`config.mk`:
```
export PLATFORM = sky130hd
export DESIGN_NAME = led_matrix_scanner
export DESIGN_NICKNAME = d
export VERILOG_FILES = /design/src/rtl/led_matrix_pkg.sv /design/src/rtl/led_scan_timer.sv /design/src/rtl/led_matrix_scanner.sv
export SDC_FILE = /design/constraint.sdc
export NUM_CORES = 1
export LEC_CHECK = 0
export BUFFER_PORTS_ARGS = -buffer_cell sky130_fd_sc_hd__buf_2
export CORE_MARGIN = 2
export CORE_UTILIZATION = 35
export DETAILED_ROUTE_END_ITERATION = 6
export SLEW_MARGIN = 15
export SYNTH_ARGS = -nofsm -noshare
export SYNTH_HDL_FRONTEND = slang
export SYNTH_SLANG_ARGS = --single-unit
export TNS_END_PERCENT = 5
```
`constraint.sdc`:
```
create_clock -name clk -period 4.2 [get_ports clk]
set_input_delay 0.42 -clock clk [delete_from_list [all_inputs] [get_ports clk]]
set_output_delay 0.42 -clock clk [all_outputs]
set_load 0.05 [all_outputs]
```
`src/rtl/led_matrix_pkg.sv`:
```
// Shared constants and helpers for the LED matrix scanner: register offsets,
// field positions, matrix geometry and a byte-strobe merge function.
package led_matrix_pkg;

  // Matrix geometry
  localparam int ROWS     = 4;
  localparam int COLS     = 8;
  localparam int BRIGHT_W = 4;
  localparam int ROW_W    = 2;
  localparam int PHASE_W  = 4;

  // Word offsets (iomem_addr[4:2])
  localparam logic [2:0] OFF_FRAME0 = 3'd0;
  localparam logic [2:0] OFF_FRAME1 = 3'd1;
  localparam logic [2:0] OFF_FRAME2 = 3'd2;
  localparam logic [2:0] OFF_FRAME3 = 3'd3;
  localparam logic [2:0] OFF_CTRL   = 3'd4;
  localparam logic [2:0] OFF_STATUS = 3'd5;

  // Field positions
  localparam int CTRL_ENABLE_BIT    = 0;
  localparam int CTRL_PRESCALE_LSB  = 16;
  localparam int STATUS_ROW_LSB     = 0;
  localparam int STATUS_FRAME_LSB   = 16;

  // Merge write data into an existing word, one byte lane per strobe bit.
  function automatic logic [31:0] apply_wstrb(input logic [31:0] old_val,
                                              input logic [31:0] wdata,
                                              input logic [3:0]  wstrb);
    logic [31:0] merged;
    merged = old_val;
    for (int i = 0; i < 4; i++) begin
      if (wstrb[i]) merged[8*i +: 8] = wdata[8*i +: 8];
    end
    return merged;
  endfunction

endpackage

```
`src/rtl/led_scan_timer.sv`:
```
// Scan timebase: prescale counter producing PWM ticks, 16-step phase counter,
// row counter and frame counter. Everything but the frame count is cleared
// and held while disabled.
module led_scan_timer
  import led_matrix_pkg::*;
(
  input  logic               clk,
  input  logic               resetn,
  input  logic               enable,
  input  logic [15:0]        prescale,
  output logic               tick,
  output logic [PHASE_W-1:0] phase,
  output logic [ROW_W-1:0]   row,
  output logic [15:0]        frame_count,
  output logic               row_start
);

  logic [15:0]        cnt_reg;
  logic [PHASE_W-1:0] phase_reg;
  logic [ROW_W-1:0]   row_reg;
  logic [15:0]        frame_reg;

  // ">=" lets a prescale lowered below the running count tick immediately.
  assign tick        = enable && (cnt_reg >= prescale);
  // First cycle of phase 0 of a row visit (count has just reloaded).
  assign row_start   = enable && (phase_reg == '0) && (cnt_reg == '0);
  assign phase       = phase_reg;
  assign row         = row_reg;
  assign frame_count = frame_reg;

  // Prescale, phase, row and frame counters.
  always_ff @(posedge clk) begin
    if (!resetn) begin
      cnt_reg   <= '0;
      phase_reg <= '0;
      row_reg   <= '0;
      frame_reg <= '0;
    end else if (!enable) begin
      cnt_reg   <= '0;
      phase_reg <= '0;
      row_reg   <= '0;
    end else if (tick) begin
      cnt_reg   <= '0;
      phase_reg <= phase_reg + 1'b1;
      if (phase_reg == '1) begin
        row_reg <= row_reg + 1'b1;
        if (row_reg == ROW_W'(ROWS - 1)) frame_reg <= frame_reg + 16'd1;
      end
    end else begin
      cnt_reg <= cnt_reg + 16'd1;
    end
  end

endmodule

```
`src/rtl/led_matrix_scanner.sv`:
```
// iomem slave driving a 4x8 multiplexed LED matrix with 4-bit PWM per LED.
// Firmware fills four FRAME registers; the scan timer walks rows and phases,
// a per-row shadow copy prevents tearing, and row/column drives are registered.
module led_matrix_scanner
  import led_matrix_pkg::*;
#(
  parameter logic [7:0]  ADDR_HI      = 8'h04,
  parameter logic [15:0] PRESCALE_RST = 16'd47
) (
  input  logic             clk,
  input  logic             resetn,
  input  logic             iomem_valid,
  output logic             iomem_ready,
  input  logic [3:0]       iomem_wstrb,
  input  logic [31:0]      iomem_addr,
  input  logic [31:0]      iomem_wdata,
  output logic [31:0]      iomem_rdata,
  output logic [ROWS-1:0]  row_n,
  output logic [COLS-1:0]  col_n
);

  logic [31:0]        frame_reg [ROWS];
  logic               enable_reg;
  logic [15:0]        prescale_reg;
  logic [31:0]        shadow_reg;
  logic               ready_reg;
  logic [31:0]        rdata_reg;
  logic [ROWS-1:0]    row_n_reg;
  logic [COLS-1:0]    col_n_reg;

  logic               tick;
  logic [PHASE_W-1:0] phase;
  logic [ROW_W-1:0]   row;
  logic [15:0]        frame_count;
  logic               row_start;

  logic               hit;
  logic               is_write;
  logic [2:0]         word;
  logic [31:0]        read_data;
  logic [COLS-1:0]    col_on;

  // Only address bits that select the region and the word are decoded.
  logic unused_ok;
  assign unused_ok = &{1'b0, iomem_addr[23:5], iomem_addr[1:0], tick};

  assign hit      = iomem_valid && !ready_reg && (iomem_addr[31:24] == ADDR_HI);
  assign is_write = |iomem_wstrb;
  assign word     = iomem_addr[4:2];

  assign iomem_ready = ready_reg;
  assign iomem_rdata = rdata_reg;
  assign row_n       = row_n_reg;
  assign col_n       = col_n_reg;

  led_scan_timer u_timer (
    .clk         (clk),
    .resetn      (resetn),
    .enable      (enable_reg),
    .prescale    (prescale_reg),
    .tick        (tick),
    .phase       (phase),
    .row         (row),
    .frame_count (frame_count),
    .row_start   (row_start)
  );

  // Register read multiplexer.
  always_comb begin
    read_data = '0;
    case (word)
      OFF_FRAME0, OFF_FRAME1, OFF_FRAME2, OFF_FRAME3:
        read_data = frame_reg[word[1:0]];
      OFF_CTRL: begin
        read_data[CTRL_ENABLE_BIT]                  = enable_reg;
        read_data[CTRL_PRESCALE_LSB +: 16]          = prescale_reg;
      end
      OFF_STATUS: begin
        read_data[STATUS_ROW_LSB +: ROW_W]          = row;
        read_data[STATUS_FRAME_LSB +: 16]           = frame_count;
      end
      default: read_data = '0;
    endcase
  end

  // Bus handshake: one-cycle ready with registered read data.
  always_ff @(posedge clk) begin
    if (!resetn) begin
      ready_reg <= 1'b0;
      rdata_reg <= '0;
    end else begin
      ready_reg <= hit;
      if (hit) rdata_reg <= read_data;
    end
  end

  // Frame buffer and CTRL writes, honouring byte strobes.
  always_ff @(posedge clk) begin
    if (!resetn) begin
      for (int i = 0; i < ROWS; i++) frame_reg[i] <= '0;
      enable_reg   <= 1'b0;
      prescale_reg <= PRESCALE_RST;
    end else if (hit && is_write) begin
      if (!word[2]) begin
        frame_reg[word[1:0]] <= apply_wstrb(frame_reg[word[1:0]], iomem_wdata, iomem_wstrb);
      end else if (word == OFF_CTRL) begin
        if (iomem_wstrb[0]) enable_reg <= iomem_wdata[CTRL_ENABLE_BIT];
        if (iomem_wstrb[2]) prescale_reg[7:0]  <= iomem_wdata[23:16];
        if (iomem_wstrb[3]) prescale_reg[15:8] <= iomem_wdata[31:24];
      end
    end
  end

  // Snapshot the row's frame word at the start of each row visit.
  always_ff @(posedge clk) begin
    if (!resetn) shadow_reg <= '0;
    else if (row_start) shadow_reg <= frame_reg[row];
  end

  // Per-column PWM compare; phase 0 is dead time for anti-ghosting.
  genvar gi;
  generate
    for (gi = 0; gi < COLS; gi++) begin : g_col
      assign col_on[gi] = (phase != '0) &&
                          (phase <= shadow_reg[gi*BRIGHT_W +: BRIGHT_W]);
    end
  endgenerate

  // Registered row and column drives, both active-low.
  always_ff @(posedge clk) begin
    if (!resetn || !enable_reg) begin
      row_n_reg <= '1;
      col_n_reg <= '1;
    end else begin
      row_n_reg <= ~(ROWS'(1) << row);
      col_n_reg <= ~col_on;
    end
  end

endmodule

```
**After elaboration in Yosys (flattened, before gate mapping)**

Memories as Yosys holds them, arrays and structs flattened. A register that Yosys moved wholly into a read port is not among the register bits.
Cells that the tools add are included.

- Register bits after elaboration: 100
- RAM bits: 128
- Input port bits: 71
- Output and inout bits: 45
- Word-level logic and storage cells: 99
- Memories: 1

- Add/subtract/negate cells: 4
- Order comparisons: 9
- Eq/ne operators: 8
- Shifts and indexed selects: 1
- Mux-type cells: 28
- Bitwise gates (word level): 4
- Reductions and logical operators: 33

Memories:

| name | depth | bits a word | read ports | clocked after Yosys merged registers in | write ports | line | RTL |
|---|---|---|---|---|---|---|---|
| frame_reg | 4 | 32 | 2 | 1 | 4 | led_matrix_scanner.sv:22 | `logic [31:0] frame_reg [ROWS];` |

Operators with widths:

| operator | number |
|---|---|
| 8-bit 2-to-1 mux | 16 |
| 16-bit one-hot mux with 3 select lines | 1 |
| 16-bit by 1-bit adder with 16-bit output (second input constant) | 2 |
| 4-bit <= comparator | 8 |
| 32-bit 2-to-1 mux | 1 |
| 32-bit OR reduction | 1 |
| 16-bit >= comparator | 1 |
| 16-bit logical NOT | 1 |
| 4-bit AND reduction | 4 |
| 1-bit logical AND | 14 |
| 14-bit 2-to-1 mux | 1 |
| 8-bit by 3-bit equality test with 1-bit output (second input constant) | 1 |
| 8-bit NOT | 1 |
| 4-bit OR reduction | 2 |
| 3-bit by 2-bit equality test with 1-bit output (second input constant) | 2 |
| 3-bit equality test (second input constant) | 2 |
| 1-bit 2-to-1 mux | 6 |
| 4-bit by 1-bit adder with 4-bit output (second input constant) | 1 |
| 4-bit equality test (second input constant) | 1 |
| 1-bit logical NOT | 4 |
| 4-bit logical NOT | 1 |
| 4-bit NOT | 1 |
| 2-bit AND reduction | 2 |
| 4-bit nonzero test | 1 |
| other kinds (11) | 12 |

**Depth between registers and ports, before layout**

- Depth after elaboration: 9
- Gate-level depth with buffers: 10
- Depth with buffers taken out: 8

**By module**

From an unflattened synthesis, not the netlist that was laid out.

- Cell total of the unflattened synthesis: 1083
- Area, all modules: 12692.2 um^2

Modules (own cells, without submodules):

| module | instances | cells each | area an instance (um^2) | sequential area each (um^2) |
|---|---|---|---|---|
| led_matrix_scanner | 1 | 817 | 10483.8 | 5725.5 |
| led_scan_timer | 1 | 266 | 2208.4 | 760.7 |

**Worst setup path before layout**

Ideal clock, no wire load.

- Path type: register to register
- Start: register ready_reg (netlist: iomem_ready)
- End: memory frame_reg[0][0], enable pin
- Setup time: 466 ps
- Arrival time: 3824 ps
- Required time: 3734 ps
- Setup slack: -89 ps
- Cell stages (with the launch flop): 6
- Period minus slack after synthesis: 4289 ps
- Cell sequence: dfxtp_1 -> nor4b_1 -> and4_1 -> clkbuf_1 -> nand2_1 -> o21ai_0

RTL lines:

| what | line | RTL |
|---|---|---|
| start: declaration | led_matrix_scanner.sv:26 | `logic ready_reg;` |
| start signal: assignment | led_matrix_scanner.sv:92 | `ready_reg <= hit;` |
| end: declaration | led_matrix_scanner.sv:22 |  |

**Worst setup path in the final report**

- Start: register prescale_reg[13]
- End: register u_timer.cnt_reg[2]

- Cells in the longest elaborated chain, start to end: 3

Ends and longest elaborated chain:

| what | line | RTL |
|---|---|---|
| start: declaration | led_matrix_scanner.sv:24 | `logic [15:0] prescale_reg;` |
| start signal: assignment | led_matrix_scanner.sv:109 | `if (iomem_wstrb[3]) prescale_reg[15:8] <= iomem_wdata[31:24];` |
| 16-bit >= comparator | led_scan_timer.sv:24 | `assign tick = enable && (cnt_reg >= prescale);` |
| 1-bit logical AND | led_scan_timer.sv:24 |  |
| 3-bit OR reduction (no source line) | -- |  |
| end signal: assignment | led_scan_timer.sv:50 | `cnt_reg <= cnt_reg + 16'd1;` |
| end: declaration | led_scan_timer.sv:18 | `logic [15:0] cnt_reg;` |

No other way between the ends.
A chain may end at the register's enable or synchronous reset.

==> summary.md <==
| Metric | Value |
|---|---|
| Status | finished clean |
| Critical-path cell list | inv_1, ha_1, a21o_1, a21o_1, a2111oi_0, and3_4, nand2_1, nor2_1 |
| Syn avg cell area | approximately 11 um^2 |
| Leakage Power | 0.005671 uW |
| Routed Antenna Nets | 0 |
| Fillers | 3581 |
| Crit share post-route | 68.70% |
| Syn Nets | 1337 |
| Hpwl dp | between 20 and 25 mm |
| Hold buffers post-CTS | 0 |
| Synth warnings | 0 |
| Post-synthesis compound-gate area fraction | 7.659% |
| Power per Cell Area | roughly 370 nW/um^2 |
| RSZ-0062 raised after global routing | false |
| CTS tree | yes |
| Drt drc | 0 |
| Synth Area in XOR/XNOR | slightly above 1% |
| Worst Skew | between 0.015 and 0.02 ns |
| CP arrival | 3.36 ns |
| Starting DRT DRC Count | approximately 550 |
| Worst setup margin | around 1.3 ns |
| Worst-Margin Slew | roughly 1.1 ns |
| Slew Viols, Final | 0 |
| Synth Cell Area | roughly 13000 um^2 |
| Routed vias/inst | 5.345 |
| Post-Synth Adder-Cell Area | under 10% |
| Die Y | between 150 and 200 um |
| Clk_lat worst skew | roughly 0.55 ns |
| First-pass GRT wire length | 54.95 mm |
| Maxcap violations | 0 |
| Peak VDD IR | between 0.2 and 0.3 mV |
| Largest net degree at the start of global routing | 43 |
| Wire per inst | just under 20 um |
| Placed insts | 1724 |
| Cell count after synthesis | roughly 1200 |
| CTS Buf Count | 29 |
| Yosys cell types | 44 |
| # resized after CTS | 0 |
| Vias in the first global route | about 9800 |
| WP data required | approximately 4.7 ns |
| Final setup fails | 0 |
| Largest family of logic cells by synthesized area | simple AND/OR/NAND/NOR gates |
| Critical Path Sink Type | register |
| GR Overflow Total | 0 |
| Worst hold slack | between 0.1 and 0.15 ns |
| Ports | 116 |
| GRT Total Usage | a little under a fifth |
| Worst hold path class | in2reg |
| Fin cells | approximately 1800 |
| Final wirelength | around 35 mm |
| Post-CTS Repair Setup Buffers | 0 |
| Hold path depth | 3 |
| H-Tree Depth | 1 |
| Pre-CTS WS | roughly 1.3 ns |
| # port buffers | 94 |
| Layout cells sized above 1 | 20.70% |
| Seq cells post-synth | 260 |
| Max reg flops | 128 |
| Initial antenna violation count | 1 |
| Synth Area in Simple Gates | ~16% |
| Min Tclk post-route | 2.886 ns |
| FF-to-FF path depth | 8 |
| Critical path launch point type | register |
| Slew margin rel. | about 28% |
| Yosys top cell area share | just under 30% |
| Post-synthesis mux area share | approximately 15% |
| Root Buffer | clkbuf_16 |
| Die W | 196.6 um |
| Ranking of synthesized cells by area | edfxtp_1 (30%), dfxtp_1 (20%), mux4_2 (11%) |
| Row count | 70 |
| Area growth syn-to-layout | 14.71% |
| Final number of hold-violating endpoints | 0 |
| Routed via count | approximately 9500 |
| DIE AREA | between 30000 and 40000 um^2 |
| CTS Buffer Depth | 3 |
| Critical-path maximum fanout | 40 |
| Crit path top cell by count | a21o_1 |
| Clock transition at the registers of the reported paths | 0.06 ns |
| Path type of the worst setup path | reg2reg |
| Cell taking the most area after synthesis | edfxtp_1 |
| Fmax | 346.6 MHz |
| Core area | approximately 37000 um^2 |
| Worst path slowest cell | and3_4 |
| Worst path max stage delay | roughly 0.55 ns |
| Initial DRT Pass Iterations | 5 |
| Clk sinks | 260 |
| GP Congestion | 0.8239 |
| Final #Nets | roughly 1400 |
| Seq/Total Area, Yosys | between 40% and 50% |
| Initial core utilization | approximately 35% |
## metrics by stage
step | util, % | area (um^2) | TNS [ns] | total power [uW]
detailed placement | 38.20 | 13980 | 0 | 3062
floorplan | - | 12990 | -11.43 | 2943
finish | 40.69 | 14900 | 0 | 5476
CTS | 40.69 | 14900 | 0 | 5522
global placement | 38.20 | 13980 | 0 | 3057
global route | 40.69 | 14900 | 0 | 5634
## worst paths after layout
path               startpoint                 end  slack (ns)
max          prescale_reg[13]  u_timer.cnt_reg[2]        1.31
min           iomem_wdata[18]     prescale_reg[2]        0.13
max reg2reg  prescale_reg[13]  u_timer.cnt_reg[2]        1.31
min reg2reg    iomem_rdata[5]      iomem_rdata[5]        0.45
## synth_stat cells, drive strengths merged
library cell,n
a2111oi,2
xor2,10
nand2b,13
clkbuf,52
o21ai,25
xnor2,5
and3,9
inv,80
buf,24
ha,57
and4,14
or3,4
nand4,13
a21oi,92
a211oi,17
nand2,114
nor4,3
dfxtp,132
and2,2
or4b,1
or2,33
o21a,1
edfxtp,128
o31ai,13
nor2b,11
nand3,11
nor4b,4
mux4,64
nor3,3
nor2,171
a311oi,1
nand3b,15
o211ai,1
mux2i,53
a21o,2
a22oi,17
or4,12
## power breakdown
group          switching [uW]  internal (uW)
combinational             180            110
clock                    1030           1440
sequential               19.7           2700
## layout by cell type (no fill, tap or decap), types with 33 or more instances in the layout
master and count:
nor2_1 171, buf_2 94, dfxtp_1 131, mux2i_1 53, or2_2 33, a21oi_1 92, edfxtp_1 128, ha_1 57
inv_1 79, nand2_1 114, mux4_2 64
## critical path: cells and delay by family (launching register included)
kind,cells,cell delay (ns)
adders and majority gates,1,0.32
buffers and inverters,1,0.07
DFF,1,0.37
and+or+nand+nor,3,1.16
AOI/OAI and AO/OA,3,0.90
## layout make-up
type,instances,area [um^2],share of cell area (%)
inverter,80,300.3,2.016
timing repair buffer,123,700.7,4.703
antenna,1,2.502,0.01680
tap,468,585.6,3.930
multi-input combinational,793,5909,39.67
clock buffer,41,800.8,5.375
sequential,260,6487,43.55
clock inverter,12,111.4,0.7475
## cell families after synthesis
kind of cell	count (synthesis)
multiplexers	117
adder cells (fa/ha/maj)	57
buffers and inverters	156
AND/OR/NAND/NOR	433
flip-flops	260
XOR/XNOR	15
AO/OA/AOI/OAI	171
## routing by layer
metal,track usage [%],part of all wire [%],vias to the layer above
met4,6.294,2.8,0
met5,0,0,-
met2,33.03,51,265
met3,2.207,5.2,67
met1,22.99,41,4694
li1,-,-,4477
(Power assumes the default switching activity.)
